File: src/rtl/instru_loader.sv
// Boot loader: assembles a little-endian byte stream into 32-bit words and writes
// them to instruction memory, holding the core in reset until the image is in.
// Optional trailing XOR checksum word is enabled by defining LOADER_CHECKSUM_EN.
module instru_loader #(
  parameter int          ADDR_W    = 8,
  parameter logic [31:0] BASE_ADDR = 32'h0000_0000
) (
  input  logic              clk,
  input  logic              rst,
  input  logic [7:0]        rx_data,
  input  logic              rx_valid,
  output logic              rx_ready,
  output logic              im_we,
  output logic [31:0]       im_addr,
  output logic [31:0]       im_wdata,
  output logic              core_rst,
  output logic              done,
  output logic              error,
  output logic [ADDR_W:0]   words_loaded
);

  typedef enum logic [2:0] {
    S_HDR,
    S_LOAD,
`ifdef LOADER_CHECKSUM_EN
    S_CHK,
`endif
    S_DONE,
    S_ERR
  } state_t;

  localparam logic [31:0] HDR_MAX = 32'(1) << ADDR_W;

  state_t            state_q, state_d;
  logic [1:0]        lane_q, lane_d;
  logic [23:0]       buf_q, buf_d;
  logic [ADDR_W:0]   n_q, n_d;
  logic [ADDR_W:0]   wl_q, wl_d;
  logic              rx_ready_q, rx_ready_d;
  logic              im_we_q, im_we_d;
  logic [31:0]       im_addr_q, im_addr_d;
  logic [31:0]       im_wdata_q, im_wdata_d;
  logic              core_rst_q, core_rst_d;
  logic              done_q, done_d;
  logic              error_q, error_d;
`ifdef LOADER_CHECKSUM_EN
  logic [31:0]       chk_q, chk_d;
`endif

  logic        fire;
  logic        word_end;
  logic [31:0] word;

  assign fire     = rx_valid && rx_ready_q;
  assign word_end = fire && (lane_q == 2'd3);
  // Earlier bytes sit in buf_q, newest on top, so the arriving byte is the MSB.
  assign word     = {rx_data, buf_q};

  always_comb begin
    // NOTE: every next-state value gets a default first so no path leaves one
    // unassigned, which would otherwise infer a latch.
    state_d    = state_q;
    lane_d     = lane_q;
    buf_d      = buf_q;
    n_d        = n_q;
    wl_d       = wl_q;
    im_we_d    = 1'b0;
    im_addr_d  = im_addr_q;
    im_wdata_d = im_wdata_q;
`ifdef LOADER_CHECKSUM_EN
    chk_d      = chk_q;
`endif

    if (fire) begin
      lane_d = lane_q + 2'd1;
      buf_d  = {rx_data, buf_q[23:8]};
    end

    case (state_q)
      S_HDR: begin
`ifdef LOADER_CHECKSUM_EN
        chk_d = '0;
`endif
        if (word_end) begin
          if (word > HDR_MAX) begin
            state_d = S_ERR;
          end else if (word == 32'd0) begin
`ifdef LOADER_CHECKSUM_EN
            state_d = S_CHK;
`else
            state_d = S_DONE;
`endif
          end else begin
            n_d     = word[ADDR_W:0];
            state_d = S_LOAD;
          end
        end
      end
      S_LOAD: begin
        if (word_end) begin
          im_we_d    = 1'b1;
          im_addr_d  = BASE_ADDR + (32'(wl_q) << 2);
          im_wdata_d = word;
          wl_d       = wl_q + 1'b1;
`ifdef LOADER_CHECKSUM_EN
          chk_d      = chk_q ^ word;
          if (wl_d == n_q) state_d = S_CHK;
`else
          if (wl_d == n_q) state_d = S_DONE;
`endif
        end
      end
`ifdef LOADER_CHECKSUM_EN
      S_CHK: begin
        if (word_end) state_d = (word == chk_q) ? S_DONE : S_ERR;
      end
`endif
      default: ;
    endcase

    // Status outputs are registered copies of the state being entered, so they
    // change on the same edge as the transition.
    done_d     = (state_d == S_DONE);
    error_d    = (state_d == S_ERR);
    core_rst_d = (state_d != S_DONE);
    rx_ready_d = (state_d != S_DONE) && (state_d != S_ERR);
  end

  always_ff @(posedge clk) begin
    // NOTE: sequential state uses non-blocking assignments so every register
    // samples the pre-edge values regardless of statement order.
    if (rst) begin
      state_q    <= S_HDR;
      lane_q     <= 2'd0;
      buf_q      <= '0;
      n_q        <= '0;
      wl_q       <= '0;
      rx_ready_q <= 1'b0;
      im_we_q    <= 1'b0;
      im_addr_q  <= BASE_ADDR;
      im_wdata_q <= '0;
      core_rst_q <= 1'b1;
      done_q     <= 1'b0;
      error_q    <= 1'b0;
`ifdef LOADER_CHECKSUM_EN
      chk_q      <= '0;
`endif
    end else begin
      state_q    <= state_d;
      lane_q     <= lane_d;
      buf_q      <= buf_d;
      n_q        <= n_d;
      wl_q       <= wl_d;
      rx_ready_q <= rx_ready_d;
      im_we_q    <= im_we_d;
      im_addr_q  <= im_addr_d;
      im_wdata_q <= im_wdata_d;
      core_rst_q <= core_rst_d;
      done_q     <= done_d;
      error_q    <= error_d;
`ifdef LOADER_CHECKSUM_EN
      chk_q      <= chk_d;
`endif
    end
  end

  assign rx_ready     = rx_ready_q;
  assign im_we        = im_we_q;
  assign im_addr      = im_addr_q;
  assign im_wdata     = im_wdata_q;
  assign core_rst     = core_rst_q;
  assign done         = done_q;
  assign error        = error_q;
  assign words_loaded = wl_q;

endmodule

File: config.mk
export PLATFORM = sky130hd
export DESIGN_NAME = instru_loader
export DESIGN_NICKNAME = d
export VERILOG_FILES = /design/src/rtl/instru_loader.sv
export SDC_FILE = /design/constraint.sdc
export NUM_CORES = 1
export LEC_CHECK = 0
export ABC_AREA = 1
export ABC_CLOCK_PERIOD_IN_PS = 2100
export CAP_MARGIN = 20
export CORE_ASPECT_RATIO = 2
export CORE_MARGIN = 5
export CORE_UTILIZATION = 50
export DETAILED_ROUTE_END_ITERATION = 8
export GPL_ROUTABILITY_DRIVEN = 0
export PLACE_DENSITY_LB_ADDON = 0.05
export SLEW_MARGIN = 10
export SYNTH_ARGS = -nofsm -noshare
export SYNTH_HDL_FRONTEND = slang
export SYNTH_SLANG_ARGS = --single-unit
File: constraint.sdc
create_clock -name clk -period 2.1 [get_ports clk]
set_input_delay 0.42 -clock clk [delete_from_list [all_inputs] [get_ports clk]]
set_output_delay 0.42 -clock clk [all_outputs]
set_load 0.005 [all_outputs]
### Yosys cells after proc, flatten, opt, wreduce, memory -nomap -nowiden

Index checks and enable logic that the tools add are counted.

| word-level totals | value |
|---|---|
| register bits after elaboration | 93 |
| input port bits | 11 |
| output and inout port bits | 78 |
| word-level logic and storage cells | 40 |

| operators by class | value |
|---|---|
| $add $sub $neg | 2 |
| magnitude comparators | 1 |
| equality and inequality tests | 7 |
| mux-type cells | 7 |
| bitwise logic cells | 3 |
| reductions and logical operators | 8 |

Operators by type and width:

| kind | number |
|---|---|
| $gt 32x9->1 const B | 1 |
| $logic_not 32->1 | 1 |
| $add 9x1->9 const B | 1 |
| $eq 9x9->1 | 1 |
| $mux 3 | 3 |
| $eq 3x2->1 const B | 2 |
| $ne 3x2->1 const B | 2 |
| $pmux 3 s2 | 1 |
| $mux 2 | 2 |
| $reduce_and 4->1 | 1 |
| $eq 3x1->1 const B | 1 |
| $logic_and 1x1->1 | 3 |
| $logic_not 3->1 | 1 |
| $not 1->1 | 3 |
| $add 2x1->2 const B | 1 |
| $eq 2x2->1 const B | 1 |
| $reduce_and 2->1 | 1 |
| $reduce_or 2->1 | 1 |
| $mux 1 | 1 |

### Depth between registers and ports, before layout

Gate-level depths: netlist of run 1.

| depth | value |
|---|---|
| word-level depth | 7 |
| depth in mapped cells | 13 |
| depth with buffers taken out | 13 |

### Worst setup path after synthesis of run 1

No wires, ideal clock.

| timing | value |
|---|---|
| path kind | reg2reg |
| start point | reg wl_q[1] (netlist: words_loaded[1]) |
| end point | reg core_rst_q (netlist: core_rst) |
| library setup time | 0.114 ns |
| arrival time | 1.515 ns |
| required time | 1.986 ns |
| setup slack | 0.471 ns |
| cell stages (with the launch flop) | 13 |
| path buffers | 0 |
| period minus slack after synthesis | 1.629 ns |
| cells stage by stage | dfxtp_1 -> ha_1 -> nand2_2 -> nor2_4 -> nand3_1 -> nand2_2 -> nand2_1 -> nand2_1 -> nand3_1 -> nor2_1 -> nor2_1 -> nor2_1 -> nand2_1 |

| on the way | value |
|---|---|
| cells in the longest elaborated chain, start to end | 6 |

RTL lines:

| what | line | source |
|---|---|---|
| from (decl) | 38 | `logic [ADDR_W:0] wl_q, wl_d;` |
| from (signal assigned) | 153 | `wl_q <= wl_d;` |
| $add 9x1->9 | 104 | `wl_d = wl_q + 1'b1;` |
| $eq 9x9->1 | 109 | `if (wl_d == n_q) state_d = S_DONE;` |
| $mux 3 | 109 |  |
| $mux 3 | 100 | `if (word_end) begin` |
| $pmux 3 s2 | 79 | `case (state_q)` |
| $ne 3x2->1 | 125 | `core_rst_d = (state_d != S_DONE);` |
| to (signal assigned) | 158 | `core_rst_q <= core_rst_d;` |
| to (decl) | 43 | `logic core_rst_q, core_rst_d;` |

No other way between the ends.
A chain may end at the register's enable or synchronous reset.

### Final worst setup path of run 1

| timing | value |
|---|---|
| start point | reg wl_q[2] (netlist: words_loaded[2]) |
| end point | reg core_rst_q (netlist: core_rst) |

The elaborated chain is that of the path after synthesis.

==> results of run 1 <==
[report_power, final]
part | internal [uW] | total [uW] | switching, uW
logic | 73.0 | 196 | 123
clock network | 1020 | 1660 | 638
registers | 1800 | 1840 | 38.4
[routing by layer]
metal  track usage (%)  vias to the layer above
met4              9.27                        0
met2              38.3                       67
li1                  -                     1905
met5                 0                        -
met3              3.51                       23
met1              22.2                     1714
[logic make-up after synthesis]
family	after synthesis	synth area share [%]
buf+inv	92	11.1
other cells	1	0.0927
simple gates	249	26.1
xor+xnor	1	0.216
fa+ha+maj	2	0.618
flops	93	46.0
compound gates	127	15.9
[worst reg2reg max path, delay by kind of cell (launching register included)]
family | cells | cell delay (ns)
DFF | 1 | 0.52
and+or+nand+nor | 11 | 1.23
[area by class of cell]
type,count,area (um^2)
inverters,44,165
multi-input cells,402,1830
flip-flops and latches,93,1860
well taps,96,120
clock buffers,13,270
repair buffers,76,783
clock inverters,3,42.5
fillers,754,2870
[sequential cells by signal, indices dropped and copies added (netlist names)]
| signal | flops |
|---|---|
| im_wdata | 32 |
| buf_q | 24 |
| im_addr | 9 |
| n_q | 9 |
| words_loaded | 9 |
| state_q | 3 |
| lane_q | 2 |
| core_rst | 1 |
| done | 1 |
| error | 1 |
| im_we | 1 |
| rx_ready | 1 |
[placed cells by master (no fill, tap or decap), types with 6 or more instances in the layout]
| cell type | n |
|---|---|
| buf_4 | 7 |
| nand3_1 | 33 |
| nand2_2 | 6 |
| inv_1 | 37 |
| clkdlybuf4s50_1 | 65 |
| clkbuf_16 | 9 |
| dfxtp_1 | 92 |
| conb_1 | 23 |
| a21oi_1 | 47 |
| o21ai_0 | 76 |
| nor2_1 | 114 |
| nand2_1 | 84 |
[worst max path at each step]
stage	start	endpoint	slack, ns	cells after the start
6_report	words_loaded[2]$_SDFFE_PP0P_	core_rst$_SDFF_PP1_	0.25	11
5_1_grt	words_loaded[0]$_SDFFE_PP0P_	core_rst$_SDFF_PP1_	0.06	12
3_5_place_dp	rx_valid	core_rst$_SDFF_PP1_	-0.05	10
3_3_place_gp	rx_valid	core_rst$_SDFF_PP1_	-0.06	10
4_1_cts	words_loaded[0]$_SDFFE_PP0P_	core_rst$_SDFF_PP1_	0.11	12
2_1_floorplan	words_loaded[1]$_SDFFE_PP0P_	core_rst$_SDFF_PP1_	0.47	12
[timing repair]
item	in CTS	in global routing
hold buffers	0	0
endpoints found under the setup margin	0	6
gates resized for setup	0	3
[stage by stage]
| stage | utilization (%) | TNS (ns) | cells | hold slack, ns |
|---|---|---|---|---|
| floorplan | - | 0 | 587 | 0.436 |
| global placement | 59.8 | -0.127 | 711 | 0.469 |
| detailed placement | 59.8 | -0.126 | 711 | 0.488 |
| CTS | 63.7 | 0 | 727 | 0.490 |
| global route | 63.9 | 0 | 727 | 0.520 |
| finish | 63.9 | 0 | 727 | 0.484 |
==> impl_metrics.toml, run 1 <==
[run_status]
status = "finished, final reports clean"

[floorplan]
initial_core_util_pct = 50.9
die_x_um = 73.6
io-pin-count = 89
fp.dieH_um = 137
rows = 46
dieArea_mm2 = 0.0101
coreArea_mm2 = 0.00794

[layout]
drive_above_1_share_pct = 6.97
syn2layout_area_growth_pct = 25.4
antenna_cells = 0
nets = 639
finish.instance_area_mm2 = 0.00508

[routing]
dr.first_iter.drc_count = 211
ant_nets = 0
wl_mm = 10.2
top_layer_used = "met4"
drt-met1-wl_mm = 3.84
vias_per_cell = 5.10
post-route-drc-count = 0
wl_per_cell_um = 14.0
vias = 3709
wl_met3_um = 270
first_pass_iters = 4
wl_met2_mm = 5.68

[setup_path]
critical_path_required_ns = 2.32
r2r_end = "core_rst$_SDFF_PP1_"
slowest_delay_ns = 0.52
worstPathMaxFanout = 9
endpoint_kind = "flip-flop"
r2r-start = "words_loaded[2]$_SDFFE_PP0P_"
cp_top_family = "simple AND/OR/NAND/NOR gates"
reg2reg_slack_ns = 0.25
cp_common_cell = "nor2_1"
worst-path-buf-inv = 0
cp_cell_sequence = "nand2_2 > nor2_4 > nand2_2 > nand3_1 > nand2_1 > nor2_1 > nand3_1 > nor2_1 > nor2_1 > nor2_1 > nand2_1"
cp_data_arrival_time_ns = 2.07
critical_path_class = "reg2reg"
cp_slowest_cell = "dfxtp_1"
cp-start-kind = "flip-flop"
r2r_cells = 11

[logic_synthesis]
ys_warn_count = 0
ys_seq_elements = 93
syn_area_mm2 = 0.00405
syn_avg_cell_area_um2 = 7.16
ys_seq_area_share_pct = 46.0
synth.most_common_cell = "nor2_1"
yosysTopAreaCell = "dfxtp_1"
synth_top_cells_by_count = "114 x nor2_1, 93 x dfxtp_1, 84 x nand2_1"
synth_flop_cell = "dfxtp_1"
synth-edff-count = 0
synthesis.instances = 565
synth_top_area_share_pct = 46.0
async_flop_share_pct = 0
synth_cell_type_count = 26
yosys-top-cells-area = "dfxtp_1 46%, nor2_1 11%, o21ai_0 9.4%"

[clocking]
numCtsBuffers = 9
cts.path.max_buffers = 2
clkSinkCount = 93
htree_levels = 3
cts.clk_slew.worst_paths_ns = 0.06
clock_latency_ns = 0.33
cts_tree = "built"
root_buffer = "clkbuf_16"
cts_setup_buffers = 0

[hold_path]
hold_depth = 2
hold_class = "reg2reg"
worstHoldEndpoint = "core_rst$_SDFF_PP1_"
worstHoldStart = "state_q[2]$_SDFF_PP0_"

[placement]
placed_area_mm2 = 0.00475
io_buffer_count = 65
dp_slack_ns = -0.0513
dp_hpwl_mm = 7.41

[global_route]
grt_pass1_wl_mm = 16.5
grt_pass1_vias = 3541
track_usage_pct = 20.8
grt_max_degree = 76
grt_overflow = 0
antenna_found_initial = 0

[timing]
max_freq_mhz = 541
skew_ns = 0.00448
setup_viol = 0
drv_slew = 0
period_share_pct = 88.0
hold_viol = 0
fin_crit_ns = 1.85
setup_ws_ns = 0.252
grt_setup_unrepaired = "no"

[pwr]
powerDensity_mw_per_mm2 = 728
p_leak_uw = 0.00224
ir_drop_v = 0.000581
power_uw = 3690

[run]
maxCapViolations = 0
Note: power is estimated with default switching activity, not from simulation.
==> inputs of run 2 (changes only) <==
--- a/config.mk
+++ b/config.mk
@@ -18,3 +18,4 @@
 export SYNTH_ARGS = -nofsm -noshare
 export SYNTH_HDL_FRONTEND = slang
 export SYNTH_SLANG_ARGS = --single-unit
+export TNS_END_PERCENT = 5
==> results of run 2 <==
The final DEF is identical to that of run 1; final timing and power are the same.
==> inputs of run 3 (changes only) <==
--- a/config.mk
+++ b/config.mk
@@ -10,7 +10,7 @@
 export CAP_MARGIN = 20
 export CORE_ASPECT_RATIO = 2
 export CORE_MARGIN = 5
-export CORE_UTILIZATION = 50
+export CORE_UTILIZATION = 38
 export DETAILED_ROUTE_END_ITERATION = 8
 export GPL_ROUTABILITY_DRIVEN = 0
 export PLACE_DENSITY_LB_ADDON = 0.05
==> run 3 against run 2 <==
  * Critical path depth increased by 1
  * Sequential power about the same
  * Global-route usage decreased by 4.0 points
  * Clock power is 7% lower
  * Cell count increased by 6.1%
  * Critical path type unchanged
  * Fmax down 0.28%
  * Power is 2.8% lower
  * Count of clock-buffer cells in the layout fell by 3
  * Sequential share of layout area decreased by 0.21 points
  * Highest routed layer unchanged
  * First-iteration DRC count decreased by 19%
==> impl_metrics.toml, run 3 (synthesis results as in run 1) <==
[timing]
hold_viol = 0
skew_ns = 0.00653
max_freq_mhz = 540
period_share_pct = 88.2
timing.hold.ws_ns = 0.502
setup_viol = 0
setup_ws_ns = 0.247
grt_setup_unrepaired = "no"
drv_slew = 0
fin_crit_ns = 1.85

[routing]
dr.first_iter.drc_count = 171
wl_mm = 10.9
vias = 3673
ant_nets = 0
wl_per_cell_um = 14.1
vias_per_cell = 4.76
first_pass_iters = 4
post-route-drc-count = 0

[hold_path]
hold_depth = 2
hold_class = "reg2reg"

[layout]
finish.instance_area_mm2 = 0.00510
nets = 645
largest_register_ffs = 32
drive_above_1_share_pct = 7.10
syn2layout_area_growth_pct = 26.1
regArea_mm2 = 0.00186
multiInputGateArea_mm2 = 0.00182
final_util_pct = 48.7
layout_common_cells = "114 x nor2_1, 93 x dfxtp_1, 84 x nand2_1"
final_common_cell = "nor2_1"
antenna_cells = 0
num-fill-cells = 1098

[setup_path]
cp_cell_sequence = "ha_1 > nand2_2 > nor2_4 > nand3_1 > nand2_2 > nand2_1 > nand2_1 > nand3_1 > nor2_1 > nor2_1 > buf_4 > nor2_1"
critPathLaunch = "words_loaded[0]$_SDFFE_PP0P_"
cp-start-kind = "flip-flop"
r2r_end = "state_q[1]$_SDFF_PP0_"
worstPathMaxFanout = 5
cp_common_cell = "nor2_1"
cp-endpoint = "state_q[1]$_SDFF_PP0_"
critical_path_required_ns = 2.37
slowest_delay_ns = 0.34
cp_slowest_cell = "dfxtp_1"
cp_data_arrival_time_ns = 2.12
reg2reg_slack_ns = 0.25
critical_path_class = "reg2reg"
r2r-start = "words_loaded[0]$_SDFFE_PP0P_"
r2r_cells = 12
endpoint_kind = "flip-flop"

[floorplan]
die_x_um = 83.0
initial_core_util_pct = 38.6
io-pin-count = 89
fp.dieH_um = 156
rows = 53
dieArea_mm2 = 0.0129
coreArea_mm2 = 0.0105

[placement]
io_buffer_count = 65
placed_area_mm2 = 0.00483
dp_slack_ns = -0.0794
dp_hpwl_mm = 7.91

[global_route]
track_usage_pct = 16.8
grt_overflow = 0
grt_max_degree = 78
grt_pass1_wl_mm = 17.3
grt_pass1_vias = 3473
antenna_found_initial = 0

[clocking]
cts.path.max_buffers = 2
clock_latency_ns = 0.33
cts_resized = 0
htree_levels = 3
cts_tree = "built"
cts.clk_slew.worst_paths_ns = 0.06
clkSinkCount = 93
numCtsBuffers = 9
cts_setup_buffers = 0
cts_hold_buf = 0
root_buffer = "clkbuf_16"

[pwr]
ir_drop_v = 0.000493
p_leak_uw = 0.00225
powerDensity_mw_per_mm2 = 703

[run_status]
status = "finished, final reports clean"

[run]
maxCapViolations = 0
==> run 3: cell count changes in the layout (fill, tap and decap cells not counted), sizes merged <==
cell,delta
buf,+6
clkbuf,-3
clkinv,+1
clkinvlp,-1
==> run 3: per-stage QoR <==
stage                     instances  power, uW  TNS [ns]
final                           771       3590         0
after global routing            771       3740         0
after CTS                       771       3630         0
after detailed placement        758       2090    -0.437
after global placement          758       2080    -0.142
after floorplan                 587       2020         0
==> run 3: power by group <==
group	switching [uW]	total, uW	internal [uW]
Combinational	127	204	76.7
Clock	644	1540	899
Sequential	38.9	1840	1800
Total	811	3590	2780
==> run 3: worst max-delay path: cells and delay by family, from the launching register on <==
kind,cells,cell delay [ns]
fa+ha+maj,1,0.28
flops,1,0.34
simple gates,10,1.03
buf+inv,1,0.13
==> run 3: area by class of cell <==
cell class,instances,area share [%]
Clock buffer,10,4.49
Timing Repair Buffer,82,16.0
Tap cell,137,3.36
Inverter,44,3.24
Clock inverter,3,0.785
Multi-Input combinational cell,402,35.7
Sequential cell,93,36.5
==> run 3: per-layer routing <==
metal / GRT usage, % / vias to the layer above / part of all wire [%]
met2: 32.4 / 62 / 56
met4: 8.03 / 0 / 3.3
met5: 0 / - / 0
met1: 17.2 / 1690 / 38
li1: - / 1903 / -
met3: 3.01 / 18 / 2.9
==> run 3: how the worst min path moves through the flow <==
| stage | to | from | slack [ns] |
|---|---|---|---|
| finish | core_rst$_SDFF_PP1_ | state_q[2]$_SDFF_PP0_ | 0.50 |
| global route | im_addr[2]$_SDFFE_PP0P_ | im_addr[2]$_SDFFE_PP0P_ | 0.53 |
| CTS | buf_q[16]$_SDFFE_PP0P_ | buf_q[16]$_SDFFE_PP0P_ | 0.50 |
| detailed placement | core_rst$_SDFF_PP1_ | state_q[2]$_SDFF_PP0_ | 0.49 |
| global placement | lane_q[1]$_SDFFE_PP0P_ | lane_q[1]$_SDFFE_PP0P_ | 0.47 |
| floorplan | core_rst$_SDFF_PP1_ | state_q[2]$_SDFF_PP0_ | 0.44 |
